==> src/rtl/mem_responder.sv <==
// -----------------------------------------------------------------------------
// mem_responder
// Memory-side responder for the CPU four-phase memory handshake
// (memEn / R_W / MFC). A request is accepted from IDLE and its command,
// address and write data are latched at that point. The responder then waits
// WAIT_CYCLES cycles, performs one read or one write on the internal RAM and
// raises MFC. MFC is held until the initiator drops memEn.
//
// Parameters
//   ADDR_W       address width (MAR width)
//   DATA_W       data word width (MDR width)
//   DEPTH        implemented words, must be <= 2**ADDR_W
//   WAIT_CYCLES  wait states before the access, 0..15
//
// Ports
//   clk      in   rising-edge system clock
//   reset    in   synchronous reset, active-low (0 = reset)
//   memEn    in   request strobe, held by the initiator until MFC is seen
//   R_W      in   1 = read, 0 = write (sampled at acceptance)
//   addr     in   word address from MAR (sampled at acceptance)
//   dataIn   in   write data from MDR (sampled at acceptance)
//   dataOut  out  registered read data to MDR
//   MFC      out  registered memory-function-complete
//   busy     out  high whenever the FSM is not in IDLE
// -----------------------------------------------------------------------------
module mem_responder #(
    parameter int ADDR_W      = 8,
    parameter int DATA_W      = 16,
    parameter int DEPTH       = 256,
    parameter int WAIT_CYCLES = 2
) (
    input  logic              clk,
    input  logic              reset,
    input  logic              memEn,
    input  logic              R_W,
    input  logic [ADDR_W-1:0] addr,
    input  logic [DATA_W-1:0] dataIn,
    output logic [DATA_W-1:0] dataOut,
    output logic              MFC,
    output logic              busy
);

    localparam int              IDX_W    = (DEPTH > 1) ? $clog2(DEPTH) : 1;
    localparam logic [ADDR_W:0] DEPTH_L  = (ADDR_W + 1)'(DEPTH);
    localparam bit              NO_WAIT  = (WAIT_CYCLES == 0);
    // Value of cnt on the last wait cycle; unused when there are no wait states.
    localparam logic [3:0]      CNT_LAST = NO_WAIT ? 4'd0 : 4'(WAIT_CYCLES - 1);

    typedef enum logic [1:0] {
        ST_IDLE = 2'd0,
        ST_WAIT = 2'd1,
        ST_ACK  = 2'd2
    } state_t;

    state_t              state_q, state_d;
    logic [3:0]          cnt_q, cnt_d;
    logic                rw_q, rw_d;
    logic [ADDR_W-1:0]   addr_q, addr_d;
    logic [DATA_W-1:0]   wdata_q, wdata_d;
    logic [DATA_W-1:0]   dataout_q, dataout_d;
    logic                mfc_q, mfc_d;
    logic                busy_q, busy_d;

    logic [DATA_W-1:0]   ram_q [0:DEPTH-1];

    // Access command for the current edge (live inputs when there are no wait states).
    logic                acc_s;
    logic                acc_rw_s;
    logic [ADDR_W-1:0]   acc_addr_s;
    logic [DATA_W-1:0]   acc_data_s;
    logic                in_range_s;
    logic [IDX_W-1:0]    idx_s;
    logic                wr_en_s;
    logic [DATA_W-1:0]   rd_data_s;

    // Next-state, access decode and output next-values.
    always_comb begin
        state_d    = state_q;
        cnt_d      = cnt_q;
        rw_d       = rw_q;
        addr_d     = addr_q;
        wdata_d    = wdata_q;
        acc_s      = 1'b0;
        acc_rw_s   = rw_q;
        acc_addr_s = addr_q;
        acc_data_s = wdata_q;

        case (state_q)
            ST_IDLE: begin
                if (memEn) begin
                    rw_d    = R_W;
                    addr_d  = addr;
                    wdata_d = dataIn;
                    cnt_d   = 4'd0;
                    if (NO_WAIT) begin
                        // Zero wait states: the access happens on the accepting edge.
                        state_d    = ST_ACK;
                        acc_s      = 1'b1;
                        acc_rw_s   = R_W;
                        acc_addr_s = addr;
                        acc_data_s = dataIn;
                    end else begin
                        state_d = ST_WAIT;
                    end
                end else begin
                    state_d = ST_IDLE;
                end
            end
            ST_WAIT: begin
                if (!memEn) begin
                    // Aborted request: no access, no MFC.
                    state_d = ST_IDLE;
                end else if (cnt_q == CNT_LAST) begin
                    state_d = ST_ACK;
                    acc_s   = 1'b1;
                end else begin
                    cnt_d = cnt_q + 4'd1;
                end
            end
            ST_ACK: begin
                if (!memEn) begin
                    state_d = ST_IDLE;
                end else begin
                    state_d = ST_ACK;
                end
            end
            default: begin
                state_d = ST_IDLE;
            end
        endcase

        // Addresses beyond DEPTH read as zero and drop writes.
        in_range_s = ({1'b0, acc_addr_s} < DEPTH_L);
        idx_s      = acc_addr_s[IDX_W-1:0];
        wr_en_s    = reset && acc_s && !acc_rw_s && in_range_s;
        rd_data_s  = in_range_s ? ram_q[idx_s] : {DATA_W{1'b0}};

        if (acc_s && acc_rw_s) begin
            dataout_d = rd_data_s;
        end else begin
            dataout_d = dataout_q;
        end

        // MFC follows ACK one edge later and falls on the edge that sees memEn low.
        mfc_d  = (state_q == ST_ACK) && memEn;
        busy_d = (state_d != ST_IDLE);
    end

    // Handshake FSM and registered outputs.
    always_ff @(posedge clk) begin
        if (!reset) begin
            state_q   <= ST_IDLE;
            cnt_q     <= 4'd0;
            rw_q      <= 1'b0;
            addr_q    <= {ADDR_W{1'b0}};
            wdata_q   <= {DATA_W{1'b0}};
            dataout_q <= {DATA_W{1'b0}};
            mfc_q     <= 1'b0;
            busy_q    <= 1'b0;
        end else begin
            state_q   <= state_d;
            cnt_q     <= cnt_d;
            rw_q      <= rw_d;
            addr_q    <= addr_d;
            wdata_q   <= wdata_d;
            dataout_q <= dataout_d;
            mfc_q     <= mfc_d;
            busy_q    <= busy_d;
        end
    end

    // RAM write port; contents survive reset.
    always_ff @(posedge clk) begin
        if (wr_en_s) begin
            ram_q[idx_s] <= acc_data_s;
        end
    end

    assign dataOut = dataout_q;
    assign MFC     = mfc_q;
    assign busy    = busy_q;

endmodule

==> config.mk <==
export PLATFORM = sky130hd
export DESIGN_NAME = mem_responder
export DESIGN_NICKNAME = d
export VERILOG_FILES = /design/src/rtl/mem_responder.sv
export SDC_FILE = /design/constraint.sdc
export NUM_CORES = 2
export LEC_CHECK = 0
export CAP_MARGIN = 20
export CORE_ASPECT_RATIO = 1.75
export CORE_UTILIZATION = 45
export CTS_BUF_LIST = sky130_fd_sc_hd__clkbuf_16
export CTS_CLUSTER_DIAMETER = 80
export DETAILED_ROUTE_END_ITERATION = 12
export GPL_ROUTABILITY_DRIVEN = 1
export PLACE_DENSITY = 0.66
export SLEW_MARGIN = 10
export SYNTH_ARGS = -nofsm -noshare
export SYNTH_HDL_FRONTEND = slang
export SYNTH_SLANG_ARGS = --single-unit
export TNS_END_PERCENT = 10
==> constraint.sdc <==
create_clock -name clk -period 7.1 [get_ports clk]
set_input_delay 1.42 -clock clk [delete_from_list [all_inputs] [get_ports clk]]
set_output_delay 1.42 -clock clk [all_outputs]
set_load 0.02 [all_outputs]
==> results.md <==
- Cell Area, Synth: about 0.16 mm^2
- Hpwl dp: approximately 290,000 um
- Cell count after synthesis: 7,427
- Largest area contributor in the synthesized netlist: edfxtp_1
- Port buffer count: 45
- Fraction of layout cells with a size suffix above 1: 0.2485
- Worst path slowest cell: nand2_1
- R2R Setup Slk: about 2400 ps
- Root Buffer: clkbuf_16
- Share of the synthesized area in the top cell type: 0.7695
- Worst Tran Pin Value: 1400 ps
- Post-Route WL: 452,900 um
- Wirelength per Cell: 35.42 um
- Hold_sp: acc_rw_s
- Worst VDD drop: 210.4 uV
- Post-synth ARST share: 0
- Area of placed instances: 0.1677 mm^2
- Die Area: about 0.36 mm^2
- Chip width: roughly 450 um
- Endpoint class of the critical path: register
- Initial Utilization: 0.4520
- Power Dens Cells: 274.3 mW/mm^2
- Setup TNS: 0 ps
- Routed Antenna Nets: 0
- Slowest cell delay on critical path: 750 ps
- Sequential area share after synthesis: 0.7756
- Pre-antenna DRT Iters: 9
- Critical path required time: 7620 ps
- DR iter-0 viols: about 10,000
- Layout area overhead: 12.14%
- Final Hold Fails: 0
- CP cell instances: clkdlybuf4s50_1 > nor2b_1 > buf_4 > nand2_1 > or3_1 > nor3_1 > nand2_1 > buf_4 > nor2_2
- RR Startpoint: acc_addr_s[3]
- Clock Skew: a little over 40 ps
- Seq cells post-synth: 4,145
- Post-CTS setup buffers: 0
- EDFF count, synth: 4,096
- GRT Max-Usage Layer: met2
- Setup violations, final: 0
- Clock tree buffer depth: 4
- Crit path kind: in2reg
- Die span in y: 790.4 um
- Row count: 289
- Num CTS Buffers: 341
- Met2 Resource Use GR: 0.4245
- Max-cap violations: 0
- Slew margin rel.: 0.06642
- Yosys warns: 0
- First-pass GRT wire length: 627,500 um
- Core area: 0.3536 mm^2
- Worst r2r dst: dataOut[0]
- Pin count of the biggest net entering global routing: about 160
- Ratio of final minimum period to clock period: 0.6823
- Initial antenna violation count: 17
- Placer congestion estimate: around 0.96
- Highest clock rate: around 210 MHz
- Nets: slightly below 8,000
- Leakage power: 59.11 nW
- Worst-path clk slew: ~70 ps
- Syn nets: 7,457
- Status: complete, no violations
- Reg2reg path depth: 8
- Hold depth: 2
- Avg Inst Size Synth: 21.52 um^2
- Synth area leaders: edfxtp_1 (77%), mux4_2 (13%), mux2i_1 (2.3%)
- Post-route cell area: between 0.15 and 0.2 mm^2
- Crit path launch type: input pin
- Filler cell count: 27,472
- Top-count cell post-synth: edfxtp_1
- Ys flop type: edfxtp_1
- Via count: ~79,000
- Vias in the first global route: 80,817
- Min Tclk post-route: 4844 ps
- Total clock sinks: between 4,000 and 5,000
- # IOs: between 40 and 50
- Count of cell types in the netlist: 73
- Worst EP arrival: around 5400 ps
- Sequential cell area: 0.1241 mm^2
- Final Max Slew Viols: 0
- Synth cell count leaders: edfxtp_1 (4,096), mux4_2 (902), mux2i_1 (365), nor2_1 (346), nand2_1 (290)
- GR Layer Usage met1: 0.2898
- Worst-path fanout max: 16
- Hold WC Path Type: reg2reg
- Unrepaired setup endpoints after global routing: false
- Cts hold-fix bufs: 0
- Endpoint, Worst Hold: acc_rw_s
- CTS H-tree lvls: 5
- Post-CTS resize count: 0
- Residual DRC count: 0
- CTS tree: yes
- Clk_lat worst skew: 930 ps
- Met3 usage: 0.03617
- GRT Util Overall: 0.2507
- GRT overflow: 0
- Vias/cell: 6.207
- Multi-input logic area: 0.03319 mm^2
## cells by family (layout without fill, tap and decap cells)
logic type / after synthesis / after routing / synth area share
and+or+nand+nor: 872 / 872 / 0.02406
muxes: 1310 / 1310 / 0.1537
adders and majority gates: 2 / 2 / 0.0001565
buffers and inverters: 454 / 1148 / 0.01776
AOI/OAI and AO/OA: 644 / 644 / 0.02868
other: 0 / 10 / 0
DFF: 4145 / 4145 / 0.7756
## routing by layer
metal  routed length [um]  part of all wire  up-vias
met1               150500              0.33    42052
met2               230100              0.51     4361
met4                39030             0.086       12
met5                   74           0.00016        -
met3                33220             0.073     1037
li1                     -                 -    31908
## final cells by class
class / count / share of cell area
Clock buffer: 352 / 0.04914
Inverter: 11 / 0.0002722
Timing Repair Buffer: 528 / 0.02566
Sequential cell: 4145 / 0.6921
Tap cell: 4656 / 0.03250
Antenna cell: 10 / 0.0001396
Multi-Input combinational cell: 2828 / 0.1852
Clock inverter: 257 / 0.01500
## state kept, by name (all words and copies together) (netlist names)
signal      flops
acc_addr_s      8
state_q         2
ram_q        4096
busy            1
cnt_q           4
dataOut        16
acc_data_s     16
acc_rw_s        1
MFC             1
## worst max-delay path by stage
| stage | start | endpoint | slack (ps) | cells after the start |
|---|---|---|---|---|
| after global routing | memEn | ram_q[112][15] | 2210 | 9 |
| final | memEn | ram_q[112][10] | 2260 | 9 |
| after detailed placement | memEn | ram_q[112][3] | 1420 | 9 |
| after global placement | memEn | ram_q[112][10] | 1490 | 9 |
| after floorplan | acc_data_s[0] | ram_q[0][0] | 2850 | 0 |
| after CTS | acc_addr_s[1] | dataOut[8] | 2360 | 9 |
## critical path: cells and delay by family
kind	cells	cell delay (ps)
buf+inv	3	1200
simple gates	6	2730
## cell usage in the layout (no fill, tap or decap), types with 24 or more instances in the layout
master | Yosys | routed
edfxtp_1 | 4096 | 4096
mux4_2 | 902 | 902
buf_4 | 86 | 437
mux2i_1 | 365 | 365
clkbuf_16 | 0 | 352
nor2_1 | 346 | 319
nand2_1 | 290 | 280
o22ai_1 | 151 | 151
a22oi_1 | 104 | 104
o21ai_0 | 72 | 67
nand3_1 | 61 | 60
inv_1 | 9 | 55
clkinv_1 | 1 | 54
bufinv_16 | 0 | 53
clkinv_2 | 0 | 53
a32oi_1 | 44 | 44
clkdlybuf4s50_1 | 0 | 44
a21oi_1 | 43 | 43
buf_12 | 5 | 42
mux2_2 | 35 | 35
a211oi_1 | 34 | 34
nor2b_1 | 30 | 27
nor2_2 | 1 | 27
o211ai_1 | 27 | 27
dfxtp_1 | 49 | 26
a21boi_0 | 26 | 26
nor3_1 | 26 | 24
## per-stage QoR
step | setup slack [ps] | utilization | hold slack, ps | std cells | power, W
floorplan | 2847 | - | 461.0 | 7427 | 0.02897
global placement | 1487 | 0.4741 | 492.9 | 12159 | 0.02997
detailed placement | 1421 | 0.4742 | 488.5 | 12164 | 0.03001
CTS | 2355 | 0.5067 | 511.6 | 12773 | 0.04933
global route | 2212 | 0.5068 | 526.3 | 12782 | 0.05016
finish | 2256 | 0.5069 | 518.1 | 12787 | 0.04917
## report_power, final
group / leakage, nW / internal, W / total [W] / switching [W]
sequential: 41.9 / 0.0269 / 0.0270 / 0.000155
combinational: 11.5 / 0.000782 / 0.00244 / 0.00166
clock: 5.77 / 0.0110 / 0.0197 / 0.00871
(Power assumes the default switching activity.)
